--- config.mk ---
export PLATFORM = sky130hd
export DESIGN_NAME = countdown_ctrl
export DESIGN_NICKNAME = d
export VERILOG_FILES = /design/src/rtl/countdown_pkg.sv /design/src/rtl/btn_repeat.sv /design/src/rtl/countdown_ctrl.sv
export SDC_FILE = /design/constraint.sdc
export NUM_CORES = 1
export LEC_CHECK = 0
export CAP_MARGIN = 15
export CORE_UTILIZATION = 45
export CTS_BUF_LIST = sky130_fd_sc_hd__clkbuf_4
export DETAILED_ROUTE_END_ITERATION = 8
export PLACE_DENSITY = 0.62
export SYNTH_ARGS = -nofsm -noshare
export SYNTH_HDL_FRONTEND = slang
export SYNTH_SLANG_ARGS = --single-unit
--- constraint.sdc ---
create_clock -name clk -period 5.5 [get_ports clk]
set_clock_uncertainty 0.2 [all_clocks]
set_input_delay 1.375 -clock clk [delete_from_list [all_inputs] [get_ports clk]]
set_output_delay 1.375 -clock clk [all_outputs]
set_load 0.01 [all_outputs]
--- src/rtl/countdown_pkg.sv ---
// Shared types, limits and divider-rate constants for the countdown timer
// controller. The package has no ports. It provides the state encoding, the
// mm:ss payload struct and the wrap-aware +/-1 s time helpers.
package countdown_pkg;

  localparam int unsigned FRE_W   = 26;
  localparam int unsigned MIN_W   = 7;
  localparam int unsigned SEC_W   = 6;
  localparam int unsigned ST_W    = 3;

  localparam int unsigned MIN_MAX = 99;
  localparam int unsigned SEC_MAX = 59;

  localparam int unsigned FRE_RUN     = 1;
  localparam int unsigned FRE_REP0    = 4;
  localparam int unsigned FRE_MAX     = 32;
  localparam int unsigned ACCEL_STEPS = 8;
  localparam int unsigned DEF_MIN     = 5;
  localparam int unsigned DEF_SEC     = 0;
  localparam int unsigned ALARM_TICKS = 30;

  typedef enum logic [ST_W-1:0] {
    ST_IDLE  = 3'd0,
    ST_SET   = 3'd1,
    ST_RUN   = 3'd2,
    ST_PAUSE = 3'd3,
    ST_ALARM = 3'd4
  } state_t;

  typedef struct packed {
    logic [MIN_W-1:0] mm;
    logic [SEC_W-1:0] ss;
  } mmss_t;

  localparam mmss_t DEF_TIME = '{mm: MIN_W'(DEF_MIN), ss: SEC_W'(DEF_SEC)};

  // +1 s with carry into minutes; 99:59 wraps to 00:00
  function automatic mmss_t mmss_inc(mmss_t t);
    mmss_t r;
    r = t;
    if (t.ss == SEC_W'(SEC_MAX)) begin
      r.ss = '0;
      r.mm = (t.mm == MIN_W'(MIN_MAX)) ? '0 : t.mm + MIN_W'(1);
    end else begin
      r.ss = t.ss + SEC_W'(1);
    end
    return r;
  endfunction

  // -1 s with borrow from minutes; 00:00 wraps to 99:59
  function automatic mmss_t mmss_dec(mmss_t t);
    mmss_t r;
    r = t;
    if (t.ss == '0) begin
      r.ss = SEC_W'(SEC_MAX);
      r.mm = (t.mm == '0) ? MIN_W'(MIN_MAX) : t.mm - MIN_W'(1);
    end else begin
      r.ss = t.ss - SEC_W'(1);
    end
    return r;
  endfunction

  function automatic logic mmss_zero(mmss_t t);
    return (t.mm == '0) && (t.ss == '0);
  endfunction

endpackage

--- src/rtl/btn_repeat.sv ---
// Auto-repeat engine for the set buttons. It turns a press/hold of a single
// direction into step pulses and produces the accelerating divider target.
//   clk, rst    - clock, async active-high reset
//   i_en        - controller is in SET
//   i_held      - exactly one direction button is held (up ^ down)
//   i_press     - registered press pulse of a direction button
//   i_tick      - registered divider tick pulse
//   o_step_c    - combinational one-step pulse for this cycle
//   o_fre_tgt   - target divider rate while held (registered)
module btn_repeat
  import countdown_pkg::*;
(
  input  logic             clk,
  input  logic             rst,
  input  logic             i_en,
  input  logic             i_held,
  input  logic             i_press,
  input  logic             i_tick,
  output logic             o_step_c,
  output logic [FRE_W-1:0] o_fre_tgt
);

  localparam int unsigned CNT_W = $clog2(ACCEL_STEPS + 1);

  logic             w_active;
  logic             w_repeat;
  logic [CNT_W-1:0] r_cnt;
  logic [FRE_W-1:0] r_fre;

  assign w_active  = i_en & i_held;
  // A tick that coincides with the initial press is not a repeat step
  assign w_repeat  = w_active & i_tick & ~i_press;
  assign o_step_c  = w_active & (i_press | i_tick);
  assign o_fre_tgt = r_fre;

  // Repeat step counter; every ACCEL_STEPS repeats the rate doubles up to FRE_MAX
  always_ff @(posedge clk or posedge rst) begin
    if (rst) begin
      r_cnt <= '0;
      r_fre <= FRE_W'(FRE_REP0);
    end else if (!w_active) begin
      r_cnt <= '0;
      r_fre <= FRE_W'(FRE_REP0);
    end else if (w_repeat) begin
      if (r_cnt == CNT_W'(ACCEL_STEPS - 1)) begin
        r_cnt <= '0;
        r_fre <= (r_fre >= FRE_W'(FRE_MAX / 2)) ? FRE_W'(FRE_MAX)
                                                 : {r_fre[FRE_W-2:0], 1'b0};
      end else begin
        r_cnt <= r_cnt + CNT_W'(1);
      end
    end
  end

endmodule

--- src/rtl/countdown_ctrl.sv ---
// Countdown timer mode controller: owns the mm:ss value, sequences
// IDLE/SET/RUN/PAUSE/ALARM and drives the shared divider rate select.
//   clk, rst                 - clock, async active-high reset
//   tick_clk                 - divider output (same clock domain)
//   btn_set/start/up/down    - debounced button levels
//   fre                      - divider rate select
//   min, sec                 - current time
//   state                    - current state code
//   alarm                    - high while in ALARM
module countdown_ctrl
  import countdown_pkg::*;
(
  input  logic             clk,
  input  logic             rst,
  input  logic             tick_clk,
  input  logic             btn_set,
  input  logic             btn_start,
  input  logic             btn_up,
  input  logic             btn_down,
  output logic [FRE_W-1:0] fre,
  output logic [MIN_W-1:0] min,
  output logic [SEC_W-1:0] sec,
  output logic [ST_W-1:0]  state,
  output logic             alarm
);

  localparam int unsigned ACNT_W = $clog2(ALARM_TICKS + 1);

  logic r_tick_q, r_tick, r_tog;
  logic r_set_q, r_start_q, r_up_q, r_dn_q;
  logic r_set_p, r_start_p, r_up_p, r_dn_p;

  state_t            r_state;
  mmss_t             r_time;
  mmss_t             r_pre;
  logic              r_alarm;
  logic [ACNT_W-1:0] r_acnt;
  logic [FRE_W-1:0]  r_fre;

  logic             w_held;
  logic             w_step;
  logic             w_any_p;
  logic [FRE_W-1:0] w_rep_fre;
  logic [FRE_W-1:0] w_fre_tgt;
  mmss_t            w_dec;

  // Edge-detection stage; tick, toggle and button presses are registered pulses
  always_ff @(posedge clk or posedge rst) begin
    if (rst) begin
      r_tick_q  <= 1'b0;
      r_tick    <= 1'b0;
      r_tog     <= 1'b0;
      r_set_q   <= 1'b0;
      r_start_q <= 1'b0;
      r_up_q    <= 1'b0;
      r_dn_q    <= 1'b0;
      r_set_p   <= 1'b0;
      r_start_p <= 1'b0;
      r_up_p    <= 1'b0;
      r_dn_p    <= 1'b0;
    end else begin
      r_tick_q  <= tick_clk;
      r_tick    <= tick_clk & ~r_tick_q;
      r_tog     <= tick_clk ^ r_tick_q;
      r_set_q   <= btn_set;
      r_start_q <= btn_start;
      r_up_q    <= btn_up;
      r_dn_q    <= btn_down;
      r_set_p   <= btn_set & ~r_set_q;
      r_start_p <= btn_start & ~r_start_q;
      r_up_p    <= btn_up & ~r_up_q;
      r_dn_p    <= btn_down & ~r_dn_q;
    end
  end

  // Both directions held cancel each other out
  assign w_held  = r_up_q ^ r_dn_q;
  assign w_any_p = r_set_p | r_start_p | r_up_p | r_dn_p;
  assign w_dec   = mmss_dec(r_time);

  btn_repeat u_rep (
    .clk       (clk),
    .rst       (rst),
    .i_en      (r_state == ST_SET),
    .i_held    (w_held),
    .i_press   (r_up_p | r_dn_p),
    .i_tick    (r_tick),
    .o_step_c  (w_step),
    .o_fre_tgt (w_rep_fre)
  );

  assign w_fre_tgt = ((r_state == ST_SET) && w_held) ? w_rep_fre : FRE_W'(FRE_RUN);

  // Mode FSM, time/preset update and divider rate register
  always_ff @(posedge clk or posedge rst) begin
    if (rst) begin
      r_state <= ST_IDLE;
      r_time  <= DEF_TIME;
      r_pre   <= DEF_TIME;
      r_alarm <= 1'b0;
      r_acnt  <= '0;
      r_fre   <= FRE_W'(FRE_RUN);
    end else begin
      // Rate changes only on a divider toggle so its counter is near zero
      if (r_tog) r_fre <= w_fre_tgt;
      case (r_state)
        ST_IDLE: begin
          if (r_set_p) r_state <= ST_SET;
          else if (r_start_p && !mmss_zero(r_time)) r_state <= ST_RUN;
        end
        ST_SET: begin
          if (r_set_p) begin
            r_state <= ST_IDLE;
            r_pre   <= r_time;
          end else if (w_step) begin
            r_time <= r_up_q ? mmss_inc(r_time) : w_dec;
          end
        end
        ST_RUN: begin
          if (r_start_p) begin
            r_state <= ST_PAUSE;
          end else if (r_tick) begin
            r_time <= w_dec;
            if (mmss_zero(w_dec)) begin
              r_state <= ST_ALARM;
              r_alarm <= 1'b1;
              r_acnt  <= '0;
            end
          end
        end
        ST_PAUSE: begin
          if (r_set_p) begin
            r_state <= ST_IDLE;
            r_time  <= r_pre;
          end else if (r_start_p) begin
            r_state <= ST_RUN;
          end
        end
        ST_ALARM: begin
          if (w_any_p || (r_tick && (r_acnt == ACNT_W'(ALARM_TICKS - 1)))) begin
            r_state <= ST_IDLE;
            r_time  <= r_pre;
            r_alarm <= 1'b0;
            r_acnt  <= '0;
          end else if (r_tick) begin
            r_acnt <= r_acnt + ACNT_W'(1);
          end
        end
        default: r_state <= ST_IDLE;
      endcase
    end
  end

  assign fre   = r_fre;
  assign min   = r_time.mm;
  assign sec   = r_time.ss;
  assign state = r_state;
  assign alarm = r_alarm;

endmodule

* Word level (Yosys, flattened, before mapping)
Cells that the tools add are included.
** Operators by class
- Eq/ne operators :: 24
- Bitwise gates (word level) :: 22
- Add/sub/neg operators :: 6
- Mux-type cells :: 43
- Reductions and logical operators :: 21
- Order comparisons :: 1
** Operators with widths (count)
- 26-bit two-way mux :: 5
- 13-bit two-way mux :: 7
- 13-bit case mux with 4 select lines :: 1
- 7-bit two-way mux :: 4
- 3-bit two-way mux :: 9
- 26-bit by 5-bit greater-or-equal comparator with 1-bit output (second input constant) :: 1
- 5-bit two-way mux :: 5
- 2-bit != test (second input constant) :: 10
- 3-bit != test (second input constant) :: 6
- 3-bit case mux with 5 select lines :: 1
- 7-bit zero test :: 2
- 6-bit zero test :: 2
- 4-bit two-way mux :: 3
- 6-bit two-way mux :: 2
- 5-bit case mux with 2 select lines :: 1
- 5-bit AND reduction :: 2
- 1-bit AND :: 9
- 8-bit AND reduction :: 1
- 7-bit by 1-bit adder with 7-bit output (second input constant) :: 1
- 7-bit equality test (second input constant) :: 1
- 7-bit AND reduction :: 1
- 7-bit by 1-bit subtractor with 7-bit output (second input constant) :: 1
- 6-bit by 1-bit adder with 6-bit output (second input constant) :: 1
- 3-bit by 2-bit equality test with 1-bit output (second input constant) :: 2
- other kinds (21) :: 39
** Word-level totals
- Bits of input ports :: 7
- Output and inout port bits :: 43
- Bits in registers :: 102
- Word-level logic and storage cells :: 138

* Depth between registers and ports, before layout
- Depth in word-level cells :: 9
- Mapped depth :: 8
- Depth with buffers taken out :: 7

* Modules after synthesis
A second synthesis with hierarchy kept.
** Unflattened totals
- Cell total of the unflattened synthesis :: 527
- Area, all modules :: 5159.9 µm²
** By module, submodules not included
- countdown_ctrl :: cells each 434, instances 1, sequential area each 1808.0 µm², area each 4061.4 µm²
- btn_repeat :: cells each 93, instances 1, sequential area each 701.9 µm², area each 1098.6 µm²

* Worst setup path before layout
Ideal clock, no wire load.
- Path type :: register -> register
- From :: register r_time (netlist bit sec[0])
- To :: register r_acnt[3]
- Buffers on the path :: 1
- Setup time :: 0.132 ns
- Clock period less this slack :: 2.477 ns
- Stages on the path, launching flop included :: 9
- Path slack :: 3.023 ns
- Required time :: 5.168 ns
- Arrival time :: 2.145 ns
- Cell sequence :: dfrtp_1 clkbuf_1 inv_1 ha_1 nor2b_1 a2111oi_2 o21ai_1 nor4_4 o21ai_1
** On the way
- Word-level cells in the longest chain between the ends :: 6
- Elaborated cells on any way between the ends :: 9
- Classes of those cells :: 1 x add/sub; 1 x eq/ne; 2 x mux; 5 x reduce/logical
** RTL lines
- start, declared :: RTL line countdown_ctrl.sv:34 : mmss_t r_time;
- start signal, assigned :: RTL line countdown_ctrl.sv:116 : r_time <= r_up_q ? mmss_inc(r_time) : w_dec;
- start signal, assigned :: RTL line countdown_ctrl.sv:123 : r_time <= w_dec;
- start signal, assigned :: RTL line countdown_ctrl.sv:134 : r_time <= r_pre;
- 6-bit by 1-bit subtractor with 6-bit output / 6-bit zero test (equally long branches) :: RTL line countdown_pkg.sv:58, countdown_pkg.sv:54
- 6-bit two-way mux / 7-bit two-way mux (equally long branches) :: RTL line countdown_pkg.sv:54 : if (t.ss == '0) begin
- 6-bit zero test / 7-bit zero test (equally long branches) :: RTL line countdown_pkg.sv:64 : return (t.mm == '0) && (t.ss == '0);
- 1-bit logical AND * :: RTL line countdown_pkg.sv:64
- 2-bit != test (no source line) *
- 5-bit AND reduction (no source line) *
- end signal, assigned :: RTL line countdown_ctrl.sv:146 : r_acnt <= r_acnt + ACNT_W'(1);
- end, declared :: RTL line countdown_ctrl.sv:37 : logic [ACNT_W-1:0] r_acnt;
Every way passes the cells marked *; elsewhere a longest branch is shown, timed or not.
A chain may end at the register's enable or synchronous reset.

* Final worst setup path
- From :: register r_time (netlist bit sec[3])
- To :: output port sec[3]
** RTL lines
- end, declared :: RTL line countdown_ctrl.sv:22 : output logic [SEC_W-1:0] sec,
No word-level cell between the ends.

==> flow_metrics.tcl <==
set metrics [dict create \
    status "complete, no violations" \
    critPathRequiredTime_ns 3.92 \
    synth_cell_types 67 \
    final.setup.worst_slack_ns 2.06 \
    layout_commonest_cell "dfrtp_1" \
    r2r_slack_ns 2.52 \
    cp_slowest_cell "dfrtp_1" \
    hold_ws_ns 0.209 \
    post_dp_cell_area_mm2 0.00562 \
    place_congestion 0.875 \
    ios 50 \
    fp.coreArea_mm2 0.0109 \
    drive_above_1_share_pct 10.8 \
    design.die.area_mm2 0.0118 \
    detail-route-antenna-nets 0 \
    clock_latency_ns 0.50 \
    synthMuxAreaShare_pct 4.15 \
    syn2layout_area_growth_pct 13.0 \
    avgSynthCellArea_um2 9.97 \
    drt_first_pass_iters 5 \
    crit_path_cell_trace "clkdlybuf4s50_1" \
    period_share_pct 62.6 \
    crit_family "flip-flops" \
    critPathMaxStageDelay_ns 0.73 \
    worst_pin_slew_ns 0.998 \
    io_buffer_count 48 \
    initialDrtViolationCount 140 \
    p_leak_uw 0.00239 \
    crit_fanout 15 \
    postLayoutCellArea_mm2 0.00576 \
    grt_max_degree 76 \
    slew_headroom_pct 33.4 \
    cellPowerDensity_mw_per_mm2 401 \
    num_antenna_cells 0 \
    cap_violations 0 \
    rows 38 \
    cts-root-buf "clkbuf_4" \
    synth_cells 511 \
    synth_compound_area_share_pct 16.5 \
    synth_warnings 0 \
    tritoncts "yes" \
    synth_simple_gate_area_share_pct 19.2 \
    synth_area_mm2 0.00509 \
    path_clk_slew_ns 0.17 \
    endpoint_kind "primary output" \
    dp_hpwl_um 7480 \
    grt_use_total_pct 21.0 \
    die_w_um 108 \
    initial_core_util_pct 46.6 \
    num_vias 3847 \
    critPathBufInv 1 \
    synth_top_family_by_area "simple AND/OR/NAND/NOR gates" \
    layout.nets 557 \
    slew_violations 0 \
    grt_pass1_wl_um 19000 \
    startpoint_type "flip-flop" \
    clockBufferDepth 2 \
    final_cell_mix "dfrtp_1, clkdlybuf4s50_1, inv_1" \
    post_cts_resized 0 \
    wl_um 11100 \
    ys.flop_type "dfrtp_1" \
    cts_hold_buf 0 \
    wl_per_cell_um 16.3 \
    fmax_mhz 290 \
    synthesis.nets 529 \
    synth-xor-area-share_pct 2.41 \
    crit_arrival_ns 1.87 \
    htreeDepth 3 \
    fin_tns_setup_ns 0 \
    die_h_um 108 \
    peakVddDrop_uv 192 \
    setup_viol 0 \
    synth-edff-count 0 \
    cts_buffers 9 \
    drc 0 \
    synth_adder_area_share_pct 2.70 \
    worstSetupPathType "reg -> out" \
    synth-seq-cells 99 \
    antenna_found_initial 0 \
    clock_sinks 99 \
    min_period_ns 3.44 \
    pre_cts_ws_ns 1.93 \
    hold_violations 0 \
    min-delay-path-class "reg -> reg" \
    synth_seq_area_share_pct 48.8 \
    vias_per_cell 5.62 \
    grt_setup_unrepaired "no" \
    fill_cells 1012 \
    cts_setup_buffers 0 \
    grt_overflow 0 \
    grt_pass1_vias 3797 \
    async_flop_share_pct 100 \
]
synth_stat cells (3+ instances only):
| cell | n | area share (%) |
|---|---|---|
| nor2b_1 | 10 | 1.2 |
| xnor2_1 | 11 | 1.9 |
| o21bai_1 | 3 | 0.44 |
| o22ai_1 | 4 | 0.49 |
| o21ai_1 | 4 | 0.39 |
| a21oi_1 | 15 | 1.5 |
| dfrtp_1 | 93 | 46 |
| ha_1 | 11 | 2.7 |
| buf_4 | 5 | 0.74 |
| nor2_1 | 22 | 1.6 |
| or4_1 | 3 | 0.44 |
| nand3_1 | 33 | 3.2 |
| nand4_1 | 4 | 0.49 |
| inv_1 | 43 | 3.2 |
| a211oi_1 | 5 | 0.74 |
| mux2_2 | 17 | 3.8 |
| nand2_1 | 25 | 1.8 |
| nor3_1 | 9 | 0.88 |
| clkbuf_1 | 19 | 1.4 |
| and3_1 | 3 | 0.37 |
| buf_2 | 6 | 0.59 |
| dfstp_2 | 6 | 3.1 |
| nor4_1 | 11 | 1.4 |
| o21ai_0 | 41 | 4.0 |
| o21a_1 | 3 | 0.44 |
| o31ai_1 | 4 | 0.59 |
| o2111ai_1 | 3 | 0.52 |
| a221oi_1 | 5 | 0.86 |
| or3b_1 | 3 | 0.52 |
| xor2_1 | 3 | 0.52 |
| nor3b_1 | 6 | 0.88 |
| a32o_1 | 3 | 0.59 |
| nand2b_1 | 4 | 0.49 |
| and2_1 | 23 | 2.8 |
| buf_1 | 5 | 0.37 |
routing by layer:
| layer | global-route usage [%] | vias up | wire (µm) |
|---|---|---|---|
| li1 | - | 1865 | - |
| met3 | 4.52 | 16 | 439 |
| met5 | 0 | - | 0 |
| met1 | 27.1 | 1885 | 5100 |
| met2 | 34.2 | 81 | 5370 |
| met4 | 8.69 | 0 | 211 |
worst reg2reg max path, stage by stage (launching register included):
cell and delay (ns):
dfrtp_1 0.69, or3b_1 0.48, nor2_2 0.40, o31a_1 0.71
nor2b_1 0.15, a32o_1 0.29
worst paths after layout:
kind,from,endpoint,cells past startpoint
max,sec[3],sec[3],1
min,r_start_q,r_start_p,1
max reg2reg,state[0],u_rep.o_fre_tgt[3],5
min reg2reg,r_start_q,r_start_p,1
max in group asynchronous,rst,r_acnt[1],3
min in group asynchronous,rst,fre[8],2
cells by family after synthesis:
family | after synthesis
adder cells (fa/ha/maj) | 11
AO/OA/AOI/OAI | 118
XOR/XNOR | 14
AND/OR/NAND/NOR | 171
flip-flops | 99
other | 1
buffers and inverters | 78
multiplexers | 19
layout make-up:
class | count | area [µm²] | area share, %
Clock buffer | 9 | 67.6 | 1.17
Clock inverter | 7 | 58.8 | 1.02
Inverter | 43 | 164 | 2.85
Multi-Input combinational cell | 334 | 2290 | 39.8
Sequential cell | 99 | 2480 | 43.2
Tap cell | 140 | 175 | 3.04
Timing Repair Buffer | 52 | 514 | 8.93
state kept, by name, indices dropped and copies added, names as in the netlist, 3 cells and up:
name             cells
state                3
min                  7
r_pre               13
u_rep.o_fre_tgt     24
r_acnt               5
u_rep.r_cnt          4
fre                 25
sec                  6
report_power, final:
part	switching, µW	internal (µW)	leakage (µW)
Sequential	183	830	0.00131
Clock	276	102	0.0000745
Combinational	502	418	0.00100
Total	961	1350	0.00239
stage by stage:
stage	utilization [%]	power [µW]	cells
6_report	52.7	2310	684
2_1_floorplan	-	1690	511
3_3_place_gp	51.4	1930	667
3_5_place_dp	51.4	1940	667
5_1_grt	52.7	2490	684
4_1_cts	52.6	2320	683
No activity file was read; power rests on OpenSTA's default activity.
==> patch 1: new RTL, same flow settings <==
Add an input register stage for `btn_start`, without a reset; this delays it by one clock. The other inputs are not delayed to match.
--- a/src/rtl/countdown_ctrl.sv
+++ b/src/rtl/countdown_ctrl.sv
@@ -26,4 +26,10 @@
 
   localparam int unsigned ACNT_W = $clog2(ALARM_TICKS + 1);
+
+  logic btn_start_q;
+
+  always_ff @(posedge clk) begin
+    btn_start_q <= btn_start;
+  end
 
   logic r_tick_q, r_tick, r_tog;
@@ -64,9 +70,9 @@
       r_tog     <= tick_clk ^ r_tick_q;
       r_set_q   <= btn_set;
-      r_start_q <= btn_start;
+      r_start_q <= btn_start_q;
       r_up_q    <= btn_up;
       r_dn_q    <= btn_down;
       r_set_p   <= btn_set & ~r_set_q;
-      r_start_p <= btn_start & ~r_start_q;
+      r_start_p <= btn_start_q & ~r_start_q;
       r_up_p    <= btn_up & ~r_up_q;
       r_dn_p    <= btn_down & ~r_dn_q;
Behaviour: not the same (Yosys sat finds a counterexample within 4 cycles, from zero or initial values and one cycle with rst high).
==> patch 1 against the unedited design <==
Total power decreased by 0.60%. Synthesized area is 1.2% lower. Routed wire length down 5.6%. Final area down 0.35%. Count of clock-buffer cells in the layout did not move. Clock power grew 7.4%. Sequential cell count increased by 1. Global-route usage decreased by 1.2 points. Combinational power decreased by 5.2%. Setup slack improved by 0.073 ns.
==> patch 1: results <==
[layout]
drive_gt1_share_pct = 9.455
n_antenna_cell = 0
fin_nets = 563

[setup_path]
cp_max_fo = 19
cpPeakStageDelay_ns = 0.71
cp.arrival_ns = 1.80

[yosys]
synth_xor_area_share_pct = 2.435
synth_compound_area_share_pct = 16.90
synthAdderAreaFrac_pct = 2.734
yosysSeqAreaShare_pct = 49.75
muxShareOfSynthArea_pct = 3.330
synth.net_count = 532
synth_common_cells = "93 x dfrtp_1, 55 x nand2_1, 38 x inv_1"
synthTopCellsByArea = "dfrtp_1 46%, nand2_1 4.1%, o22ai_1 3.4%"
synth_area_per_cell_um2 = 9.795
synth.distinct_cells = 73

[status]
status = "finished clean"

[detailed_routing]
wirelength_mm = 10.50
drt-initial-drc-count = 167
via_per_inst = 5.597
drt_pass1_iterations = 4
vias = 3862
wl_met2_mm = 4.704
met3WireLength_um = 326
wirelength_met1_mm = 5.352

[clock_network]
cts-root-buf = "clkbuf_4"
insertion_delay_ns = 0.45
ctsResizeCount = 0
htreeDepth = 3

[power_and_ir_drop]
p_leak_nw = 2.415
irDropWorstVdd_mv = 0.1518
p_sw_w = 0.0009012

[grt]
grt_pass1_wl_mm = 18.17
grt_pass1_vias = 3712
grt_usage_pct = 19.83

[sta]
max_slew_margin_pct = 37.91

[placed_design]
dp.cells = 673
place.gp.congestion = 0.8185
hpwl_mm = 7.103
[patch 1: cell types whose count changed after synthesis, moves of 4 or more]
cell      before  now
nand2_1       25   55
nand3_1       33   10
o22ai_1        4   27
o21ai_0       41   24
clkbuf_1      19   25
a31oi_1        2    7
inv_1         43   38
buf_1          5    1
buf_4          5    1
[patch 1: cell type report]
class | count | area [um2] | area share [%]
flip-flops and latches | 100 | 2505 | 43.65
inverters | 38 | 145.1 | 2.529
multi-input cells | 344 | 2251 | 39.23
clock buffers | 9 | 67.56 | 1.177
well taps | 140 | 175.2 | 3.053
repair buffers | 52 | 510.5 | 8.897
clock inverters | 7 | 83.83 | 1.461
[patch 1: per-layer routing]
| metal | track usage (%) | vias to the layer above |
|---|---|---|
| met5 | 0 | - |
| met4 | 5.088 | 0 |
| met3 | 4.177 | 9 |
| met2 | 29.49 | 64 |
| met1 | 29.24 | 1902 |
| li1 | - | 1887 |
[patch 1: cells by family (layout without fill, tap and decap cells)]
kind of cell,Yosys count,count (layout)
AOI/OAI and AO/OA,123,123
xor gates and xnor gates,14,14
adders and majority gates,11,11
buffers and inverters,70,106
DFF,100,100
muxes,15,15
other,1,1
and+or+nand+nor,180,180
[patch 1: power by group through the flow]
stage          sequential, W  clock (W)  combinational (W)
3_3_place_gp         0.00103          0           0.000855
6_report             0.00102   0.000406           0.000872
5_1_grt              0.00104   0.000452           0.000975
3_5_place_dp         0.00103          0           0.000870
4_1_cts              0.00102   0.000418           0.000874
2_1_floorplan       0.000950          0           0.000696
[patch 1: path summary, 6_finish.rpt]
check                             to  cells past startpoint   startpoint  slack, ns
max                         state[0]                      1     state[0]       2.13
min                        r_start_q                      0  btn_start_q       0.15
max reg2reg                   min[5]                      6     state[0]       2.25
min reg2reg                r_start_q                      0  btn_start_q       0.15
max in group asynchronous   r_pre[6]                      3          rst       2.89
min in group asynchronous    fre[10]                      2          rst       1.24
[patch 1: stage by stage]
step                cell area (um2)  setup WS [ns]  hold WS, ns
floorplan                      5035          1.345       0.1276
detailed placement             5579          2.292       0.1355
global route                   5738          1.947       0.1689
global placement               5579          2.350       0.1337
finish                         5738          2.130       0.1522
CTS                            5731          2.104       0.1549
==> patch 2: new RTL, same settings <==
Without the edit above. The package constant `FRE_W` goes from 26 to 13.
--- a/src/rtl/countdown_pkg.sv
+++ b/src/rtl/countdown_pkg.sv
@@ -4,5 +4,5 @@
 package countdown_pkg;
 
-  localparam int unsigned FRE_W   = 26;
+  localparam int unsigned FRE_W   = 13;
   localparam int unsigned MIN_W   = 7;
   localparam int unsigned SEC_W   = 6;
Ports: changed (resized fre); port bits go from 50 to 37. The function was not compared with the original's and may differ.
==> patch 2 against the unedited design <==
Final area is 20% lower. First-iteration DRC count grew 26%. Largest cell class is now multi-input gates. Routed wire length down 20%. Sequential cell count down 26. Synthesized area shrank 20%. Final cell count decreased by 18%. Sequential power is 17% lower. Via count is 15% lower. Setup slack better by 0.15 ns. Global-route usage fell by 0.98 points. Fmax rose by 4.6%. Total power fell by 9.6%. Critical path depth unchanged.
==> patch 2: results <==
[status]
status = "finished clean"

[yosys]
yosysSeqAreaShare_pct = 45.05
synthAdderAreaFrac_pct = 3.380
muxShareOfSynthArea_pct = 5.194
synth.net_count = 442
ys.flop_type = "dfrtp_1"
synth_xor_area_share_pct = 2.366
synth_common_cells = "67 x dfrtp_1, 35 x nand2_1, 33 x nor2_1"
synthTopCellsByArea = "dfrtp_1 41%, mux2_2 4.4%, o21ai_0 3.9%"
synth_compound_area_share_pct = 16.78
synth.distinct_cells = 78

[detailed_routing]
via_per_inst = 5.820
drt-initial-drc-count = 176
drt_pass1_iterations = 4
post_drt_wl_per_cell_um = 15.88

[sta]
max_slew_margin_pct = 27.78

[power_and_ir_drop]
p_leak_nw = 1.874
irDropWorstVdd_mv = 0.1601

[grt]
grt_usage_pct = 20.04
grt_pass1_wl_mm = 15.25
grt_max_degree = 54
grt_pass1_vias = 3189

[setup_path]
crit_slowest_cell = "dfstp_2"
cp.arrival_ns = 1.72

[layout]
fill_cells = 804
drive_gt1_share_pct = 12.78
largest_reg_flops = 13
syn2layout_area_growth_pct = 13.21

[placed_design]
hpwl_mm = 6.174
place.gp.congestion = 0.8669
postPlaceCellArea_um2 = 4442
io_buffers = 35

[clock_network]
cts.clk_slew.worst_paths_ns = 0.12
insertion_delay_ns = 0.40
[patch 2: per-layer routing]
layer,global-route usage (%),wire length [um]
met1,28.00,4347
met2,30.99,4161
met3,4.173,317
met4,7.003,101
met5,0,0
[patch 2: path summary, 6_finish.rpt]
kind                       startpoint   endpoint  slack (ns)  depth (start not counted)
setup / recovery               min[2]     min[2]        2.21                          1
hold / removal              r_start_q  r_start_p        0.20                          1
setup reg to reg             state[0]     min[4]        2.34                          6
hold reg to reg             r_start_q  r_start_p        0.20                          1
max in group asynchronous         rst   r_pre[8]        3.13                          4
min in group asynchronous         rst  r_acnt[2]        1.05                          2
[patch 2: metrics by stage]
stage	setup WS (ns)	instances	total power (W)
final	2.208	562	0.002089
after floorplan	2.082	424	0.001475
after CTS	2.180	561	0.002095
after global routing	2.081	562	0.002234
after detailed placement	2.280	546	0.001729
after global placement	2.274	546	0.001725
[patch 2: layout make-up]
class	instances	area share, %
Multi-Input combinational cell	305	43.92
Timing Repair Buffer	37	8.198
Tap cell	108	2.932
Clock buffer	10	1.629
Sequential cell	73	39.79
Inverter	24	1.954
Clock inverter	5	1.574
[patch 2: logic make-up after synthesis]
logic type / after synthesis
other: 1
DFF: 73
xor gates and xnor gates: 11
adders and majority gates: 11
and+or+nand+nor: 164
buffers and inverters: 46
AOI/OAI and AO/OA: 99
muxes: 19
[patch 2: report_power, final]
part,leakage (nW),total (W),internal (W),switching (W)
Combinational,0.842,0.000890,0.000423,0.000467
Sequential,0.950,0.000837,0.000642,0.000194
Clock,0.0813,0.000362,0.000184,0.000178
